## config.mk

```make
export PLATFORM = sky130hd
export DESIGN_NAME = spi_slave
export DESIGN_NICKNAME = d
export VERILOG_FILES = /design/src/rtl/spi_slave_pkg.sv /design/src/rtl/spi_slave_sync_edge.sv /design/src/rtl/spi_slave.sv
export SDC_FILE = /design/constraint.sdc
export NUM_CORES = 1
export LEC_CHECK = 0
export CORE_MARGIN = 4
export CORE_UTILIZATION = 55
export DETAILED_ROUTE_END_ITERATION = 8
export PLACE_DENSITY = 0.85
export SETUP_SLACK_MARGIN = 0.4
export SLEW_MARGIN = 5
export SYNTH_ARGS = -nofsm -noshare
export SYNTH_HDL_FRONTEND = slang
export SYNTH_SLANG_ARGS = --single-unit
```

## constraint.sdc

```tcl
create_clock -name sys_clk -period 10.15 [get_ports sys_clk]
set_input_delay 2.03 -clock sys_clk [delete_from_list [all_inputs] [get_ports sys_clk]]
set_output_delay 2.03 -clock sys_clk [all_outputs]
set_load 0.02 [all_outputs]
```

## src/rtl/spi_slave_pkg.sv

```systemverilog
// Shared constants and types for the SPI mode-0 slave: default word width,
// synchronizer depth, bus mode and FSM state encoding.
package spi_slave_pkg;

    localparam int   SPI_DEFAULT_N   = 32;
    localparam int   SPI_SYNC_STAGES = 2;
    localparam logic SPI_CPOL        = 1'b0;
    localparam logic SPI_CPHA        = 1'b0;

    typedef enum logic {
        SPI_S_IDLE  = 1'b0,
        SPI_S_SHIFT = 1'b1
    } spi_state_e;

endpackage

```

## src/rtl/spi_slave_sync_edge.sv

```systemverilog
// Multi-stage synchronizer for an asynchronous pin, followed by one extra
// register so that single-cycle rise/fall pulses can be derived from it.
module spi_slave_sync_edge #(
    parameter int   STAGES    = 2,
    parameter logic RESET_VAL = 1'b0
) (
    input  logic sys_clk,
    input  logic rst,
    input  logic async_in,
    output logic rise,
    output logic fall
);

    logic [STAGES-1:0] sync_q, sync_d;
    logic              prev_q, prev_d;

    always_comb begin
        sync_d = {sync_q[STAGES-2:0], async_in};
        prev_d = sync_q[STAGES-1];
    end

    // Reset to the pin's idle level so leaving reset never fakes an edge.
    always_ff @(posedge sys_clk or posedge rst) begin
        if (rst) begin
            sync_q <= {STAGES{RESET_VAL}};
            prev_q <= RESET_VAL;
        end else begin
            sync_q <= sync_d;
            prev_q <= prev_d;
        end
    end

    assign rise = sync_q[STAGES-1] & ~prev_q;
    assign fall = ~sync_q[STAGES-1] & prev_q;

endmodule

```

## src/rtl/spi_slave.sv

```systemverilog
// SPI mode-0 slave on the system clock: oversampled pins, N-bit rx
// deserializer and a tx serializer fed from a one-entry transmit buffer.
module spi_slave
    import spi_slave_pkg::*;
#(
    parameter int N = SPI_DEFAULT_N
) (
    input  logic         sys_clk,
    input  logic         rst,
    input  logic         sclk,
    input  logic         cs_b,
    input  logic         sdi,
    output logic         sdo,
    output logic         sdo_oe,
    input  logic [N-1:0] tx_data,
    input  logic         tx_valid,
    output logic         tx_ready,
    output logic [N-1:0] rx_data,
    output logic         rx_valid,
    output logic         tx_underrun,
    output logic         frame_err
);

    localparam int CW = $clog2(N);

    logic sclk_rise, sclk_fall, cs_rise, cs_fall;
    logic sample_edge, shift_edge;
    logic sdi_s;
    logic load_tx;

    logic [SPI_SYNC_STAGES-1:0] sdi_sync_q, sdi_sync_d;
    spi_state_e                 state_q, state_d;
    logic [CW-1:0]              cnt_q, cnt_d;
    logic                       word_done_q, word_done_d;
    logic [N-1:0]               rx_shift_q, rx_shift_d;
    logic [N-1:0]               rx_data_q, rx_data_d;
    logic                       rx_valid_q, rx_valid_d;
    logic [N-1:0]               tx_shift_q, tx_shift_d;
    logic [N-1:0]               tx_buf_q, tx_buf_d;
    logic                       tx_full_q, tx_full_d;
    logic                       sdo_oe_q, sdo_oe_d;
    logic                       tx_underrun_q, tx_underrun_d;
    logic                       frame_err_q, frame_err_d;

    spi_slave_sync_edge #(
        .STAGES    (SPI_SYNC_STAGES),
        .RESET_VAL (SPI_CPOL)
    ) u_sclk_sync (
        .sys_clk  (sys_clk),
        .rst      (rst),
        .async_in (sclk),
        .rise     (sclk_rise),
        .fall     (sclk_fall)
    );

    spi_slave_sync_edge #(
        .STAGES    (SPI_SYNC_STAGES),
        .RESET_VAL (1'b1)
    ) u_cs_sync (
        .sys_clk  (sys_clk),
        .rst      (rst),
        .async_in (cs_b),
        .rise     (cs_rise),
        .fall     (cs_fall)
    );

    // Mode 0 samples on the leading (rising) edge and shifts on the trailing one.
    assign sample_edge = (SPI_CPOL ^ SPI_CPHA) ? sclk_fall : sclk_rise;
    assign shift_edge  = (SPI_CPOL ^ SPI_CPHA) ? sclk_rise : sclk_fall;
    assign sdi_s       = sdi_sync_q[SPI_SYNC_STAGES-1];

    always_comb begin
        sdi_sync_d    = {sdi_sync_q[SPI_SYNC_STAGES-2:0], sdi};
        state_d       = state_q;
        cnt_d         = cnt_q;
        word_done_d   = word_done_q;
        rx_shift_d    = rx_shift_q;
        rx_data_d     = rx_data_q;
        rx_valid_d    = 1'b0;
        tx_shift_d    = tx_shift_q;
        tx_buf_d      = tx_buf_q;
        tx_full_d     = tx_full_q;
        sdo_oe_d      = sdo_oe_q;
        tx_underrun_d = 1'b0;
        frame_err_d   = 1'b0;
        load_tx       = 1'b0;

        if (cs_rise) begin
            state_d     = SPI_S_IDLE;
            frame_err_d = (cnt_q != '0);
            cnt_d       = '0;
            word_done_d = 1'b0;
            rx_shift_d  = '0;
            tx_shift_d  = '0;
            sdo_oe_d    = 1'b0;
        end else if (cs_fall && state_q == SPI_S_IDLE) begin
            state_d     = SPI_S_SHIFT;
            cnt_d       = '0;
            word_done_d = 1'b0;
            rx_shift_d  = '0;
            sdo_oe_d    = 1'b1;
            load_tx     = 1'b1;
        end else if (state_q == SPI_S_SHIFT) begin
            if (sample_edge) begin
                rx_shift_d = {rx_shift_q[N-2:0], sdi_s};
                if (cnt_q == CW'(N - 1)) begin
                    rx_data_d   = rx_shift_d;
                    rx_valid_d  = 1'b1;
                    cnt_d       = '0;
                    word_done_d = 1'b1;
                end else begin
                    cnt_d = cnt_q + CW'(1);
                end
            end else if (shift_edge) begin
                if (word_done_q) begin
                    load_tx     = 1'b1;
                    word_done_d = 1'b0;
                end else begin
                    tx_shift_d = {tx_shift_q[N-2:0], 1'b0};
                end
            end
        end

        // A consume sees the old buffer; a same-cycle write then refills it.
        if (load_tx) begin
            tx_shift_d    = tx_full_q ? tx_buf_q : '0;
            tx_underrun_d = ~tx_full_q;
            tx_full_d     = 1'b0;
        end
        if (tx_valid && !tx_full_q) begin
            tx_buf_d  = tx_data;
            tx_full_d = 1'b1;
        end
    end

    always_ff @(posedge sys_clk or posedge rst) begin
        if (rst) begin
            sdi_sync_q    <= '0;
            state_q       <= SPI_S_IDLE;
            cnt_q         <= '0;
            word_done_q   <= 1'b0;
            rx_shift_q    <= '0;
            rx_data_q     <= '0;
            rx_valid_q    <= 1'b0;
            tx_shift_q    <= '0;
            tx_buf_q      <= '0;
            tx_full_q     <= 1'b0;
            sdo_oe_q      <= 1'b0;
            tx_underrun_q <= 1'b0;
            frame_err_q   <= 1'b0;
        end else begin
            sdi_sync_q    <= sdi_sync_d;
            state_q       <= state_d;
            cnt_q         <= cnt_d;
            word_done_q   <= word_done_d;
            rx_shift_q    <= rx_shift_d;
            rx_data_q     <= rx_data_d;
            rx_valid_q    <= rx_valid_d;
            tx_shift_q    <= tx_shift_d;
            tx_buf_q      <= tx_buf_d;
            tx_full_q     <= tx_full_d;
            sdo_oe_q      <= sdo_oe_d;
            tx_underrun_q <= tx_underrun_d;
            frame_err_q   <= frame_err_d;
        end
    end

    assign sdo         = tx_shift_q[N-1];
    assign sdo_oe      = sdo_oe_q;
    assign tx_ready    = ~tx_full_q;
    assign rx_data     = rx_data_q;
    assign rx_valid    = rx_valid_q;
    assign tx_underrun = tx_underrun_q;
    assign frame_err   = frame_err_q;

endmodule

```

==> run_results.csv, run 1 <==
group,metric,value,unit
status,outcome,"finished, final reports clean",
timing,slew_headroom,29.2,%
placement,place_area,7010,µm²
clock_tree,htree_num_levels,4,
setup_path,rr_worst_depth,4,
timing,max_clock_freq,273,MHz
clock_tree,ctsHoldBuffers,0,
detailed_routing,routed-via-count,4092,
yosys,synth_common_cells,"dfrtp_1 (143), nand2_1 (100), a21oi_1 (39), nor2_1 (37), mux2_2 (35)",
setup_path,r2r_end,"rx_data[28]",
timing,hold_viol,0,
layout,n_antenna_cell,0,
timing,rsz0062_at_grt,"false",
power,powerDensity,215,nW/µm²
floorplanning,placementRows,38,
timing,timing.final.crit_period,3.66,ns
setup_path,r2r_slack,7.30,ns
min_path,min_delay_path_depth,0,
setup_path,slowest_delay,0.63,ns
layout,fin_area,7600,µm²
clock_tree,cts_sinks,146,
yosys,synth.avg_cell_area,12.0,µm²
setup_path,path_class,"reg2out",
setup_path,cp-end-kind,"output port",
setup_path,worst-path-max-fanout,6,
layout,nets,623,
floorplanning,die-area,13100,µm²
yosys,synth_top_cell_by_area,"dfrtp_1",
yosys,synth_top_area_share,57.5,%
yosys,synth_cell_types,39,
clock_tree,clock-root-buffer,"clkbuf_16",
detailed_routing,firstDrtPassIters,4,
clock_tree,worstSkewPairLatency,0.42,ns
clock_tree,clkTransAtPathRegs,0.06,ns
floorplanning,die_h,114,µm
global_route,antenna_found_initial,0,
setup_path,r2r-start,"sdo_oe",
min_path,hold_class,"reg2reg",
layout,fill_cells,751,
setup_path,cp_num_buf_inv,2,
yosys,synth_most_common_cell,"dfrtp_1",
floorplanning,start_util,56.9,%
detailed_routing,antenna_left,0,
yosys,seq_area_frac_synth,58.7,%
timing,finalSetupViolCount,0,
setup_path,cp_top_family,"buffers and inverters",
timing,period_share,36.1,%
setup_path,path_cells,"inv_1 > clkdlybuf4s50_1",
setup_path,worstPathArrival,1.63,ns
floorplanning,io_pins,76,
yosys,ys.flop_type,"dfrtp_1",
global_route,grt_max_degree,76,
setup_path,slowest_stage,"clkdlybuf4s50_1",
power,vdd_drop_max,0.000148,V
yosys,netlist_instances,517,
yosys,synth_area_leaders,"dfrtp_1 (57%), mux2_4 (7.0%), mux2_2 (6.3%)",
yosys,yosys_register_bits,146,
yosys,yosys_warnings,0,
job,drv_cap,0,
clock_tree,cts.path.max_buffers,2,
floorplanning,coreArea,10900,µm²
layout,layout-drive-gt1-share,24.4,%
floorplanning,die_w,114,µm
global_route,grt_pass1_vias,4293,
timing,tightest_slew,1.06,ns
min_path,hold_end,"u_cs_sync.sync_q[1]",
global_route,grt_use_total,20.7,%
min_path,min-delay-start,"u_cs_sync.sync_q[0]",
layout,area_growth,22.1,%
setup_path,start_kind,"register",
yosys,synth_edf_count,0,
clock_tree,numCtsBuffers,17,
global_route,grt_overflow,0,
clock_tree,ctsResizeCount,0,
placement,hpwl,7590,µm
detailed_routing,first_iter_violations,380,
timing,finClkSkew,0.00693,ns
detailed_routing,wirelength,12600,µm
detailed_routing,drc,0,
yosys,async_flop_share,100,%
yosys,synth_area,6230,µm²
clock_tree,cts_tree,"built",
timing,setup_tns,0,ns
detailed_routing,wl_per_cell,17.1,µm
yosys,syn_nets,558,
timing,final_max_slew_viol_count,0,
setup_path,crit_required,8.12,ns
placement,gp_congestion,0.738,
power,leakage,3.22,nW
power,p_total,0.00164,W
detailed_routing,viasPerCell,5.57,
clock_tree,postCtsSetupBuffers,0,
placement,io_buffers,75,
global_route,grt_pass1_wl,21300,µm
## routing by layer
layer / part of all wire (%) / GRT usage (%) / vias up
met5: 0 / 0 / -
met4: 1.9 / 7.60 / 0
met3: 4.6 / 5.76 / 15
met2: 51 / 33.4 / 92
met1: 42 / 27.0 / 2082
li1: - / - / 1903
## power by group
group	switching [W]	internal, W
combinational	0.000120	0.000133
clock	0.000231	0.000396
sequential	0.0000665	0.000690
## per-stage QoR
step                      utilization [%]  std cells  hold slack, ns  worst slack (ns)
final                                69.5        735           0.355              6.49
after global routing                 69.5        735           0.358              6.40
after CTS                            69.5        735           0.352              6.46
after detailed placement             64.1        703           0.348              6.12
after global placement               64.1        703           0.335              6.17
after floorplan                         -        517           0.331              4.20
## final cells by class
| cell class | instances | area, µm² | share of cell area, % |
|---|---|---|---|
| clock buffer | 21 | 460 | 6.06 |
| sequential | 146 | 3660 | 48.1 |
| tap | 140 | 175 | 2.30 |
| inverter | 5 | 23.8 | 0.313 |
| timing repair buffer | 81 | 796 | 10.5 |
| clock inverter | 11 | 135 | 1.78 |
| multi-input combinational | 331 | 2350 | 31.0 |
## logic make-up after synthesis
group,share of synthesized area [%]
buffers and inverters,3.66
and+or+nand+nor,10.6
muxes,13.3
adders and majority gates,0.603
AOI/OAI and AO/OA,13.1
DFF,58.7
## flip-flops by register name, summed over array words and instances (netlist names), 2 cells and up
register,cells
u_cs_sync.sync_q,2
tx_buf_q,32
rx_shift_q,31
rx_data,32
sdi_sync_q,2
u_sclk_sync.sync_q,2
cnt_q,5
tx_shift_q,32
## cell usage in the layout (no fill, tap or decap), types with 3 or more instances in the layout
cell / netlist / layout
o21ai_2: 5 / 5
inv_1: 5 / 4
mux2_2: 35 / 35
nor2_1: 37 / 37
a31oi_1: 5 / 5
o21ai_1: 26 / 26
dfrtp_1: 143 / 143
nand2_1: 100 / 100
bufinv_16: 0 / 3
a31oi_2: 27 / 27
buf_4: 2 / 6
clkbuf_16: 0 / 17
ha_1: 3 / 3
clkinv_2: 0 / 6
clkdlybuf4s50_1: 0 / 75
mux2_4: 29 / 29
dfstp_2: 3 / 3
o21ai_0: 4 / 4
a21oi_1: 39 / 39
## worst max path at each step
stage / from / endpoint / depth (start not counted)
finish: tx_full_q / tx_ready / 2
global route: tx_valid / tx_buf_q[0] / 4
CTS: tx_full_q / tx_ready / 2
detailed placement: tx_valid / tx_buf_q[23] / 4
global placement: tx_valid / tx_buf_q[20] / 4
floorplan: rst / cnt_q[0] / 1
Note: power is estimated with default switching activity, not from simulation.
==> run 2: changes to the inputs <==
CORE_UTILIZATION = 50   (was 55)
PLACE_DENSITY = 0.82   (was 0.85)
clock period = 3.3 ns   (was 10.15 ns; I/O delays follow)
==> run 2 against run 1 <==
Die area is 9.3% higher. Cell count is 4.2% higher. Via count is 1.2% lower. Flip-flop and latch count stayed put. Wire length is 5.2% lower. Register-to-register slack worse by 6.4 ns. Sequential share of layout area is 0.75 points lower. Clock skew is 0.00070 ns higher. Critical path depth is 4 higher. Combinational power grew to 3.1 times the previous value. Largest cell class unchanged.
==> run_results.csv, run 2 (synthesis gave the netlist of run 1 again) <==
group,metric,value,unit
status,outcome,"finished, final reports clean",
min_path,min-delay-start,"u_cs_sync.sync_q[0]",
timing,setup_tns,0,ns
setup_path,r2r_slack,0.91,ns
power,p_int,0.00382,W
layout,layout_commonest_cell,"dfrtp_1",
setup_path,path_cells,"ha_1 > and3_1 > ha_1 > and3_2 > buf_4 > mux2_4",
timing,final_max_slew_viol_count,0,
setup_path,worstPathArrival,2.68,ns
clock_tree,clock-root-buffer,"clkbuf_16",
detailed_routing,antenna_left,0,
timing,timing.final.crit_period,2.39,ns
layout,multi_input_area,2350,µm²
clock_tree,cts_tree,"built",
clock_tree,clkTransAtPathRegs,0.06,ns
setup_path,path_class,"reg2reg",
timing,finalSetupViolCount,0,
setup_path,slowest_delay,0.50,ns
power,power_switching,0.00128,W
timing,max_clock_freq,418,MHz
clock_tree,worstSkewPairLatency,0.41,ns
detailed_routing,routed-via-count,4041,
setup_path,cp-end-kind,"register",
timing,rsz0062_at_grt,"false",
clock_tree,cts_sinks,146,
placement,io_buffers,75,
clock_tree,numCtsBuffers,17,
setup_path,crit_required,3.59,ns
setup_path,crit_cells,6,
setup_path,critical_path.startpoint,"cnt_q[0]",
timing,finClkSkew,0.00763,ns
power,pwr-share-clk,39.2,%
detailed_routing,firstDrtPassIters,4,
timing,finalWorstSetupSlack,0.910,ns
clock_tree,ctsHoldBuffers,0,
power,leakage,3.24,nW
global_route,grt_max_degree,147,
global_route,grt_pass1_wl,20600,µm
layout,area_growth,24.0,%
clock_tree,postCtsSetupBuffers,0,
power,powerDensity,661,nW/µm²
detailed_routing,wl_per_cell,15.6,µm
floorplanning,placementRows,40,
setup_path,r2r-start,"cnt_q[0]",
min_path,min_delay_path_depth,0,
power,sw_frac_of_total,25.1,%
placement,place_area,7090,µm²
power,pwr-share-seq,45.4,%
power,pwr-share-comb,15.4,%
detailed_routing,drc,0,
timing,slew_headroom,35.5,%
clock_tree,ctsResizeCount,0,
floorplanning,io_pins,76,
setup_path,start_kind,"register",
layout,n_antenna_cell,0,
layout,fin_area,7720,µm²
detailed_routing,first_iter_violations,399,
global_route,grt_pass1_vias,4270,
layout,nets,627,
min_path,hold_class,"reg2reg",
job,drv_cap,0,
layout,seqCellArea,3660,µm²
floorplanning,die_h,120,µm
layout,final_cells,766,
timing,hold_viol,0,
setup_path,worst-path-max-fanout,13,
placement,gp_congestion,0.746,
setup_path,rr_worst_depth,6,
clock_tree,cts.path.max_buffers,2,
floorplanning,start_util,51.4,%
timing,tightest_slew,0.968,ns
global_route,antenna_found_initial,0,
global_route,grt_use_total,17.9,%
detailed_routing,viasPerCell,5.28,
layout,layout-drive-gt1-share,24.9,%
setup_path,slowest_stage,"and3_2",
placement,hpwl,7730,µm
floorplanning,die_w,120,µm
clock_tree,htree_num_levels,4,
power,vdd_drop_max,0.000375,V
detailed_routing,wirelength,11900,µm
setup_path,worst_path_most_repeated_cell,"ha_1",
placement,post-place-ws,0.935,ns
timing,period_share,72.4,%
layout,layout_common_cells,"dfrtp_1 (143), nand2_1 (100), clkdlybuf4s50_1 (75)",
layout,fill_cells,951,
placement,dp_cells,735,
setup_path,cp_top_family,"simple AND/OR/NAND/NOR gates",
floorplanning,coreArea,12100,µm²
setup_path,cp_num_buf_inv,1,
floorplanning,die-area,14300,µm²
power,p_total,0.00511,W
global_route,grt_overflow,0,
==> run 2: power groups by stage <==
stage	Clock (W)	Sequential (W)	Combinational, W
finish	0.00200	0.00232	0.000786
global route	0.00213	0.00235	0.000872
CTS	0.00205	0.00232	0.000801
detailed placement	0	0.00235	0.000796
global placement	0	0.00232	0.000760
floorplan	0	0.00229	0.000625
==> run 2: final cells by class <==
cell class	count	area share [%]
clock buffers	19	5.74
flip-flops and latches	146	47.4
multi-input cells	331	30.5
inverters	5	0.292
repair buffers	85	11.0
well taps	168	2.72
clock inverters	12	2.38
==> run 2: per-layer routing <==
layer,up-vias,part of all wire (%),GRT usage [%]
li1,1919,-,-
met1,2004,45,23.2
met2,100,49,28.0
met3,18,3.8,5.47
met4,0,1.8,7.44
met5,-,0,0
==> run 2: worst paths after layout <==
check / end
worst min register to register: u_cs_sync.sync_q[1]
worst max-delay path: rx_data[18]
worst min-delay path: u_cs_sync.sync_q[1]
worst max register to register: rx_data[18]
max in group asynchronous: tx_buf_q[4]
min in group asynchronous: rx_data[4]
==> run 2: worst register-to-register path: cells and delay by family, from the launching register on <==
family	cells	cell delay, ns
DFF	1	0.44
and+or+nand+nor	2	0.68
buffers and inverters	1	0.35
adders and majority gates	2	0.48
muxes	1	0.34
==> run 2: through the flow <==
step / utilization [%] / hold slack [ns]
3_3_place_gp: 58.6 / 0.336
2_1_floorplan: - / 0.331
3_5_place_dp: 58.6 / 0.336
4_1_cts: 63.7 / 0.356
5_1_grt: 63.7 / 0.363
6_report: 63.7 / 0.355
